===== config.mk =====
export PLATFORM = sky130hd
export DESIGN_NAME = decode_stage
export DESIGN_NICKNAME = d
export VERILOG_FILES = /design/src/rtl/core_pkg.sv /design/src/rtl/instr_decoder.sv /design/src/rtl/decode_stage.sv
export SDC_FILE = /design/constraint.sdc
export NUM_CORES = 1
export LEC_CHECK = 0
export CORE_ASPECT_RATIO = 1.5
export CORE_UTILIZATION = 46
export CTS_CLUSTER_SIZE = 28
export DETAILED_ROUTE_END_ITERATION = 16
export PLACE_DENSITY = 0.89
export SYNTH_ARGS = -nofsm -noshare
export SYNTH_HDL_FRONTEND = slang
export SYNTH_SLANG_ARGS = --single-unit

===== constraint.sdc =====
create_clock -name clk -period 8.47 [get_ports clk]
set_input_delay 2.541 -clock clk [delete_from_list [all_inputs] [get_ports clk]]
set_output_delay 2.541 -clock clk [all_outputs]
set_load 0.005 [all_outputs]

===== src/rtl/core_pkg.sv =====
// rtl/core_pkg.sv - shared opcode, halt-state and ID/EX register types for the 16-bit core
package core_pkg;

    localparam int DATA_W = 16;

    typedef enum logic [3:0] {
        ADD    = 4'd0,
        SUB    = 4'd1,
        XOR    = 4'd2,
        RED    = 4'd3,
        SLL    = 4'd4,
        SRA    = 4'd5,
        ROR    = 4'd6,
        PADDSB = 4'd7,
        LW     = 4'd8,
        SW     = 4'd9,
        LLB    = 4'd10,
        LHB    = 4'd11,
        B      = 4'd12,
        BR     = 4'd13,
        PCS    = 4'd14,
        HLT    = 4'd15
    } opcode_e;

    typedef enum logic [1:0] {
        RUN    = 2'd0,
        DRAIN  = 2'd1,
        HALTED = 2'd2
    } halt_state_e;

    typedef struct packed {
        logic              valid;
        logic [3:0]        opcode;
        logic [3:0]        dst_reg;
        logic [3:0]        src_reg1;
        logic [3:0]        src_reg2;
        logic [DATA_W-1:0] data1;
        logic [DATA_W-1:0] data2;
        logic [DATA_W-1:0] imm;
        logic [DATA_W-1:0] pc_plus2;
        logic              reg_write;
        logic              mem_read;
        logic              mem_write;
    } id_ex_t;

    localparam id_ex_t ID_EX_BUBBLE = '0;

endpackage


===== src/rtl/instr_decoder.sv =====
// rtl/instr_decoder.sv - combinational opcode decode: source selects, controls, immediate
module instr_decoder
    import core_pkg::*;
(
    input  logic [15:0] instr,
    output logic [3:0]  src_reg1,
    output logic [3:0]  src_reg2,
    output logic [3:0]  dst_reg,
    output logic        use_src1,
    output logic        use_src2,
    output logic        reg_write,
    output logic        mem_read,
    output logic        mem_write,
    output logic [15:0] imm
);

    opcode_e op;
    assign op = opcode_e'(instr[15:12]);

    always_comb begin
        src_reg1  = instr[7:4];
        src_reg2  = instr[3:0];
        use_src1  = 1'b0;
        use_src2  = 1'b0;
        reg_write = 1'b0;
        mem_read  = 1'b0;
        mem_write = 1'b0;
        imm       = 16'h0000;
        case (op)
            ADD, SUB, XOR, RED, PADDSB: begin
                use_src1  = 1'b1;
                use_src2  = 1'b1;
                reg_write = 1'b1;
            end
            SLL, SRA, ROR: begin
                use_src1  = 1'b1;
                reg_write = 1'b1;
                imm       = {12'h000, instr[3:0]};
            end
            LW: begin
                use_src1  = 1'b1;
                reg_write = 1'b1;
                mem_read  = 1'b1;
                imm       = {{11{instr[3]}}, instr[3:0], 1'b0};
            end
            SW: begin
                src_reg2  = instr[11:8];
                use_src1  = 1'b1;
                use_src2  = 1'b1;
                mem_write = 1'b1;
                imm       = {{11{instr[3]}}, instr[3:0], 1'b0};
            end
            // LLB/LHB merge a byte into the old rd value, so rd is also read
            LLB, LHB: begin
                src_reg1  = instr[11:8];
                use_src1  = 1'b1;
                reg_write = 1'b1;
                imm       = {8'h00, instr[7:0]};
            end
            B: begin
                imm = {{6{instr[8]}}, instr[8:0], 1'b0};
            end
            BR: begin
                use_src1 = 1'b1;
            end
            PCS: begin
                reg_write = 1'b1;
            end
            default: begin
            end
        endcase
    end

    assign dst_reg = reg_write ? instr[11:8] : 4'h0;

endmodule


===== src/rtl/decode_stage.sv =====
// rtl/decode_stage.sv - ID stage: decode, load-use interlock, flush bubble, HLT drain (option ID_STALL_CNT_EN)
module decode_stage
    import core_pkg::*;
#(
    parameter int DATA_W    = 16,
    parameter int DRAIN_CYC = 3
) (
    input  logic              clk,
    input  logic              rst,
    input  logic [15:0]       if_id_instr,
    input  logic [DATA_W-1:0] if_id_pc_plus2,
    input  logic              if_id_valid,
    input  logic              flush,
    input  logic              ex_stall,
    output logic [3:0]        rf_src_reg1,
    output logic [3:0]        rf_src_reg2,
    input  logic [DATA_W-1:0] rf_src_data1,
    input  logic [DATA_W-1:0] rf_src_data2,
    output logic              stall,
`ifdef ID_STALL_CNT_EN
    output logic [15:0]       stall_count,
`endif
    output logic              id_ex_valid,
    output logic [3:0]        id_ex_opcode,
    output logic [3:0]        id_ex_dst_reg,
    output logic [3:0]        id_ex_src_reg1,
    output logic [3:0]        id_ex_src_reg2,
    output logic [DATA_W-1:0] id_ex_data1,
    output logic [DATA_W-1:0] id_ex_data2,
    output logic [DATA_W-1:0] id_ex_imm,
    output logic [DATA_W-1:0] id_ex_pc_plus2,
    output logic              id_ex_reg_write,
    output logic              id_ex_mem_read,
    output logic              id_ex_mem_write,
    output logic              halted
);

    logic [3:0]  dec_dst;
    logic        dec_use1;
    logic        dec_use2;
    logic        dec_reg_write;
    logic        dec_mem_read;
    logic        dec_mem_write;
    logic [15:0] dec_imm;

    instr_decoder u_dec (
        .instr     (if_id_instr),
        .src_reg1  (rf_src_reg1),
        .src_reg2  (rf_src_reg2),
        .dst_reg   (dec_dst),
        .use_src1  (dec_use1),
        .use_src2  (dec_use2),
        .reg_write (dec_reg_write),
        .mem_read  (dec_mem_read),
        .mem_write (dec_mem_write),
        .imm       (dec_imm)
    );

    id_ex_t      id_ex;
    id_ex_t      decoded;
    halt_state_e state;
    logic [7:0]  drain_cnt;
    logic        run;
    logic        hazard;
    logic        hlt_go;

    always_comb begin
        decoded           = ID_EX_BUBBLE;
        decoded.valid     = 1'b1;
        decoded.opcode    = if_id_instr[15:12];
        decoded.dst_reg   = dec_dst;
        decoded.src_reg1  = rf_src_reg1;
        decoded.src_reg2  = rf_src_reg2;
        decoded.data1     = rf_src_data1;
        decoded.data2     = rf_src_data2;
        decoded.imm       = dec_imm;
        decoded.pc_plus2  = if_id_pc_plus2;
        decoded.reg_write = dec_reg_write;
        decoded.mem_read  = dec_mem_read;
        decoded.mem_write = dec_mem_write;
    end

    assign run    = (state == RUN);
    assign hazard = if_id_valid && id_ex.valid && id_ex.mem_read && (id_ex.dst_reg != 4'h0) &&
                    ((dec_use1 && (id_ex.dst_reg == rf_src_reg1)) ||
                     (dec_use2 && (id_ex.dst_reg == rf_src_reg2)));
    // flush outranks the interlock: the waiting instruction is being discarded anyway
    assign stall  = !run || ex_stall || (hazard && !flush);
    assign hlt_go = run && if_id_valid && !ex_stall && !flush && !hazard &&
                    (if_id_instr[15:12] == HLT);

    always_ff @(posedge clk) begin
        if (rst) begin
            id_ex     <= ID_EX_BUBBLE;
            state     <= RUN;
            drain_cnt <= 8'd0;
            halted    <= 1'b0;
        end else begin
            halted <= (state == HALTED);
            case (state)
                RUN: begin
                    if (!ex_stall) begin
                        if (flush || hazard || !if_id_valid)
                            id_ex <= ID_EX_BUBBLE;
                        else
                            id_ex <= decoded;
                    end
                    if (hlt_go) begin
                        state     <= DRAIN;
                        drain_cnt <= 8'd0;
                    end
                end
                DRAIN: begin
                    if (!ex_stall)
                        id_ex <= ID_EX_BUBBLE;
                    if (drain_cnt == 8'(DRAIN_CYC - 1))
                        state <= HALTED;
                    else
                        drain_cnt <= drain_cnt + 8'd1;
                end
                HALTED: begin
                    if (!ex_stall)
                        id_ex <= ID_EX_BUBBLE;
                end
                default: state <= RUN;
            endcase
        end
    end

`ifdef ID_STALL_CNT_EN
    always_ff @(posedge clk) begin
        if (rst)
            stall_count <= 16'h0000;
        else if (run && (ex_stall || (hazard && !flush)) && (stall_count != 16'hFFFF))
            stall_count <= stall_count + 16'h0001;
    end
`endif

    assign id_ex_valid     = id_ex.valid;
    assign id_ex_opcode    = id_ex.opcode;
    assign id_ex_dst_reg   = id_ex.dst_reg;
    assign id_ex_src_reg1  = id_ex.src_reg1;
    assign id_ex_src_reg2  = id_ex.src_reg2;
    assign id_ex_data1     = id_ex.data1;
    assign id_ex_data2     = id_ex.data2;
    assign id_ex_imm       = id_ex.imm;
    assign id_ex_pc_plus2  = id_ex.pc_plus2;
    assign id_ex_reg_write = id_ex.reg_write;
    assign id_ex_mem_read  = id_ex.mem_read;
    assign id_ex_mem_write = id_ex.mem_write;

endmodule


==> impl_results.md, run 1 <==
- Outcome: finished clean
- Async set-reset flop share out of synthesis: 0%
- Worst-skew pair later-pin latency: 0.35 ns
- Commonest cells post-synth: dfxtp_1, a32o_1, clkbuf_1
- Final period utilization: 91.3%
- TritonCTS Sinks: 89
- Starting Density: 47.6%
- # DRC: 0
- Maxcap violations: 0
- Worst EP arrival: 5.19 ns
- Global-route wire length before repair: 17.9 mm
- Setup Skew: 0.00947 ns
- Std-Cell Rows: 40
- Routed wire length: 11.4 mm
- Worst reg2reg path depth: 7
- Number of global-route vias before repair: 3685
- Hold-fix buffers at CTS: 0
- Largest buffer count on any clock path: 2
- Hold EP: id_ex_src_reg1[2]$_SDFFE_PP0P_
- Core box area: 0.00806 mm2
- CTS buffer count: 9
- Post_cts resized: 0
- Root buf cell: clkbuf_16
- Endpoints failing setup: 0
- Design Area, Final: 0.00576 mm2
- Clock transition at path regs: 0.06 ns
- Vias per cell: 5.93
- Area share of fa/ha/maj cells after synthesis: 2.55%
- Filler cell count: 633
- GR Layer Usage met1: 28.7%
- Tot GR Track Use: 26.4%
- RR Endpoint: id_ex_imm[4]$_SDFFE_PP0P_
- Static leakage: 2.04 nW
- Slew Limit Fails: 0
- Global routing usage on met3: 7.36%
- DR pass1 iterations: 4
- Power per Cell Area: 184 mW/mm2
- Count leader, synth: dfxtp_1
- Die area: 0.00871 mm2
- Setup Crit Path Kind: primary input to output pin
- Via count: 3734
- Dpl ws: 0.751 ns
- Compound-Gate Fraction of Synth Area: 31.1%
- Area contributors post-synth: dfxtp_1, a32o_1, a21oi_1, ha_1, clkbuf_1
- GR peak layer: met2
- Placed cell area: 0.00546 mm2
- Final Instance Count excl. Fillers: 630
- TritonCTS clock tree: built
- CP required: 5.93 ns
- Post-Syn Area: 0.00383 mm2
- Max Freq: 129 MHz
- Die width: 76.5 um
- Multiplexer share of the synthesized area: 1.86%
- Synthesized area per cell: 10.0 um2
- Number of distinct library cells after synthesis: 49
- Area Growth Syn to Fin: 50.3%
- HPWL Detailed: 7.85 mm
- R2r setup slk: 6.08 ns
- Largest family of logic cells by synthesized area: compound AO/OA/AOI/OAI gates
- Reg2Reg Launch Point: state[0]$_SDFFE_PP0P_
- Hold path start: id_ex_src_reg1[2]$_SDFFE_PP0P_
- Largest net degree at the start of global routing: 79
- Post-synthesis simple-gate area fraction: 10.2%
- Initial antenna violation count: 0
- Critical-path maximum fanout: 12
- Crit. End Element: output pin
- Final hold vios: 0
- Startpoint Class: primary input
- Least-Margin Pin Slew: 0.877 ns
- Sequential share of the synthesized area: 46.5%
- Post-DRT Antenna Nets: 0
- Top FF cell, synth: dfxtp_1
- Relative slew slack: 41.2%
- TNS Setup: 0 ns
- CTS H-Tree Depth: 3
- Gate Count Post-Synth: 383
- Peak VDD IR: 150 uV
- Yosys top cell area share: 46.5%
- Number of DRC markers in iteration 0: 207
- Post-Synth XOR/XNOR Area: 1.14%
- GRT overflow: 0
- M2 GR Usage: 46.8%
- Syn Nets: 459
- Yosys warns: 0
- Fraction of layout cells with a size suffix above 1: 5.90%
- Synth area leader: dfxtp_1
- # Post-CTS Setup Buffers: 0
- Final Util: 71.5%
- IO Count: 163
- EDFF count, synth: 0
- Min-Delay Path Depth: 1
- # diodes: 0
- Final Wtd Congestion: 0.990
- Fin crit period: 7.73 ns
- RSZ-0062 raised after global routing: no
- WL/cell: 18.1 um
- Synthesis-stage register bit count: 89
- Port buffer count: 162
- PnR worst setup slack: 0.739 ns
- Placed cell count: 614
- Nets@finish: 596
- Vert. Die Dim: 114 um
- Tightest Hold Check Type: flop to flop
[through the flow]
step,hold slack [ns],total power [mW]
after floorplan,0.466,0.559
after global placement,0.447,0.658
after detailed placement,0.453,0.665
after CTS,0.467,1.07
after global routing,0.482,1.11
final,0.464,1.06
[worst max path at each step]
stage            end  slack, ns  depth (start not counted)            start
3_3_place_gp   stall       0.78                          9  if_id_instr[12]
6_report       stall       0.74                          9  if_id_instr[12]
4_1_cts        stall       0.74                          9  if_id_instr[12]
5_1_grt        stall       0.52                          9  if_id_instr[12]
2_1_floorplan  stall       1.64                         10  if_id_instr[13]
3_5_place_dp   stall       0.75                          9  if_id_instr[12]
[critical path, stage by stage]
cell	delay, ns
clkdlybuf4s50_1	0.73
nor4bb_1	0.27
buf_4	0.21
mux2i_1	0.28
xor2_1	0.17
nand4_1	0.09
o22a_2	0.25
o21ai_0	0.14
clkdlybuf4s50_1	0.52
[cell type report]
class                           instances  area, um2  area share [%]
Timing Repair Buffer                  169       1670            29.1
Clock inverter                          7       80.1            1.39
Multi-Input combinational cell        237       1820            31.5
Tap cell                              105        131            2.28
Clock buffer                            9        225            3.91
Inverter                               14       52.6           0.912
Sequential cell                        89       1780            30.9
[cell usage in the layout, fill, tap and decap left out, drive strengths merged, types with 8 or more instances in the layout]
cell type	n
o21ai	10
a32o	71
inv	15
nor2	17
clkbuf	9
clkdlybuf4s50	162
a22o	8
dfxtp	89
nor2b	11
nand2	12
a21o	8
a21oi	22
nor3	9
[routing by layer]
layer / share of wire, % / wire, um / vias up
met3: 5.9 / 672 / 25
met2: 53 / 6050 / 131
met5: 0 / 0 / -
met4: 2.7 / 306 / 0
met1: 38 / 4370 / 1827
li1: - / - / 1751
[where the power goes]
part	internal (mW)	total [mW]	switching (mW)
sequential	0.440	0.453	0.0136
clock	0.231	0.403	0.171
combinational	0.111	0.206	0.0947
total	0.782	1.06	0.279
[kinds of logic after synthesis]
family,Yosys count
AOI/OAI and AO/OA,143
DFF,89
and+or+nand+nor,74
buffers and inverters,57
adders and majority gates,8
muxes,7
xor gates and xnor gates,5
No activity file was read; power rests on OpenSTA's default activity.
==> run 2: changes to the inputs <==
PLACE_DENSITY = 0.95   (was 0.89)
==> impl_results.md, run 2 (synthesis gave the netlist of run 1 again) <==
- Worst EP arrival: 5.20 ns
- Static leakage: 2.04 nW
- Hold EP: id_ex_pc_plus2[7]$_SDFFE_PP0P_
- Most frequent cell on the critical path: clkdlybuf4s50_1
- Number of global-route vias before repair: 3643
- Largest net degree at the start of global routing: 79
- Leading cell types in the layout, fill and taps excluded: clkdlybuf4s50_1, dfxtp_1, a32o_1, a21oi_1, nor2_1
- Hold-fix buffers at CTS: 0
- Reg2Reg Launch Point: state[0]$_SDFFE_PP0P_
- Least-Margin Pin Slew: 0.887 ns
- Final Wtd Congestion: 0.903
- Filler cell count: 616
- Commonest non-fill, non-tap cell in the layout: clkdlybuf4s50_1
- Endpoints failing setup: 0
- Tightest Hold Check Type: flop to flop
- HPWL Detailed: 7.88 mm
- Crit path from: if_id_instr[14]
- Vert. Die Dim: 114 um
- Placed cell count: 614
- Power per Cell Area: 183 mW/mm2
- Peak VDD IR: 134 uV
- # Post-CTS Setup Buffers: 0
- TritonCTS Sinks: 89
- Critical-path maximum fanout: 13
- Crit. End Element: output pin
- Final period utilization: 91.4%
- TNS Setup: 0 ns
- Nets@finish: 596
- GRT overflow: 0
- Slowest CP cell: clkdlybuf4s50_1
- Min-Delay Path Depth: 1
- # diodes: 0
- # DRC: 0
- Worst reg2reg path depth: 7
- CTS buffer count: 9
- CP Cell Sequence: clkdlybuf4s50_1 > nor4bb_1 > buf_4 > mux2i_1 > xor2_1 > nand4_1 > o22a_2 > o21ai_0 > clkdlybuf4s50_1
- Std-Cell Rows: 40
- Global-route wire length before repair: 17.9 mm
- Setup Crit Path Kind: primary input to output pin
- R2r setup slk: 6.06 ns
- RR Endpoint: id_ex_imm[4]$_SDFFE_PP0P_
- Core box area: 0.00806 mm2
- Relative slew slack: 40.5%
- IO Count: 163
- Maxcap violations: 0
- Clock transition at path regs: 0.07 ns
- Die area: 0.00871 mm2
- Setup Skew: 0.0118 ns
- Routed wire length: 11.4 mm
- Area Growth Syn to Fin: 50.0%
- Largest buffer count on any clock path: 2
- Tot GR Track Use: 25.9%
- Number of DRC markers in iteration 0: 332
- Final hold vios: 0
- Worst-skew pair later-pin latency: 0.35 ns
- Post_cts resized: 0
- Max Freq: 129 MHz
- TritonCTS clock tree: built
- CTS H-Tree Depth: 3
- WL/cell: 18.0 um
- Via count: 3769
- Hold path start: id_ex_pc_plus2[7]$_SDFFE_PP0P_
- DR pass1 iterations: 5
- Vias per cell: 5.98
- Outcome: finished clean
- CP required: 5.93 ns
- RSZ-0062 raised after global routing: no
- Die width: 76.5 um
- Starting Density: 47.6%
- Startpoint Class: primary input
- Initial antenna violation count: 0
- Root buf cell: clkbuf_16
- Fin crit period: 7.74 ns
- Fraction of layout cells with a size suffix above 1: 5.90%
- Slowest stage delay, CP: 0.61 ns
- Final Instance Count excl. Fillers: 630
- Slew Limit Fails: 0
- Port buffer count: 162
- Post-DRT Antenna Nets: 0
[run 2: area by class of cell]
class,count,area (um2),area share [%]
clock buffers,9,225,3.92
clock inverters,7,68.8,1.20
inverters,14,52.6,0.914
multi-input cells,237,1820,31.6
flip-flops and latches,89,1780,31.0
well taps,105,131,2.29
repair buffers,169,1670,29.1
[run 2: how the worst max path moves through the flow]
stage | endpoint | slack, ns | cells past startpoint
floorplan | stall | 1.64 | 10
global placement | stall | 0.85 | 10
detailed placement | stall | 0.79 | 9
CTS | stall | 0.77 | 9
global route | stall | 0.55 | 9
finish | stall | 0.73 | 9
[run 2: power by group]
group | total [mW] | internal, mW | leakage [nW] | switching [mW]
registers | 0.453 | 0.439 | 0.721 | 0.0135
logic | 0.204 | 0.111 | 1.17 | 0.0933
clock network | 0.395 | 0.208 | 0.146 | 0.187
[run 2: per-layer routing]
| metal | GRT usage [%] | vias to the layer above | wire length [um] |
|---|---|---|---|
| met5 | 0 | - | 0 |
| met4 | 13.5 | 0 | 274 |
| met3 | 5.44 | 22 | 715 |
| met2 | 47.2 | 150 | 6100 |
| met1 | 28.1 | 1838 | 4260 |
| li1 | - | 1759 | - |
[run 2: per-stage QoR]
step	util [%]	total power [mW]	setup slack, ns	cell area [um2]	hold WS [ns]
floorplan	-	0.559	1.64	3830	0.466
CTS	71.4	1.06	0.771	5750	0.469
finish	71.4	1.05	0.731	5750	0.467
global placement	67.7	0.658	0.848	5460	0.445
detailed placement	67.7	0.665	0.788	5460	0.453
global route	71.4	1.09	0.555	5750	0.478
[run 2: critical path, delay by kind of cell]
family                    cells  cell delay, ns
xor gates and xnor gates      1            0.18
muxes                         1            0.30
and+or+nand+nor               2            0.44
buffers and inverters         3            1.34
AOI/OAI and AO/OA             2            0.40
==> run 3: changes to the inputs <==
ABC_CLOCK_PERIOD_IN_PS = 8470   (was default)
==> results of run 3 <==
Same layout as run 2: the final DEF is identical, and so are final timing and power.
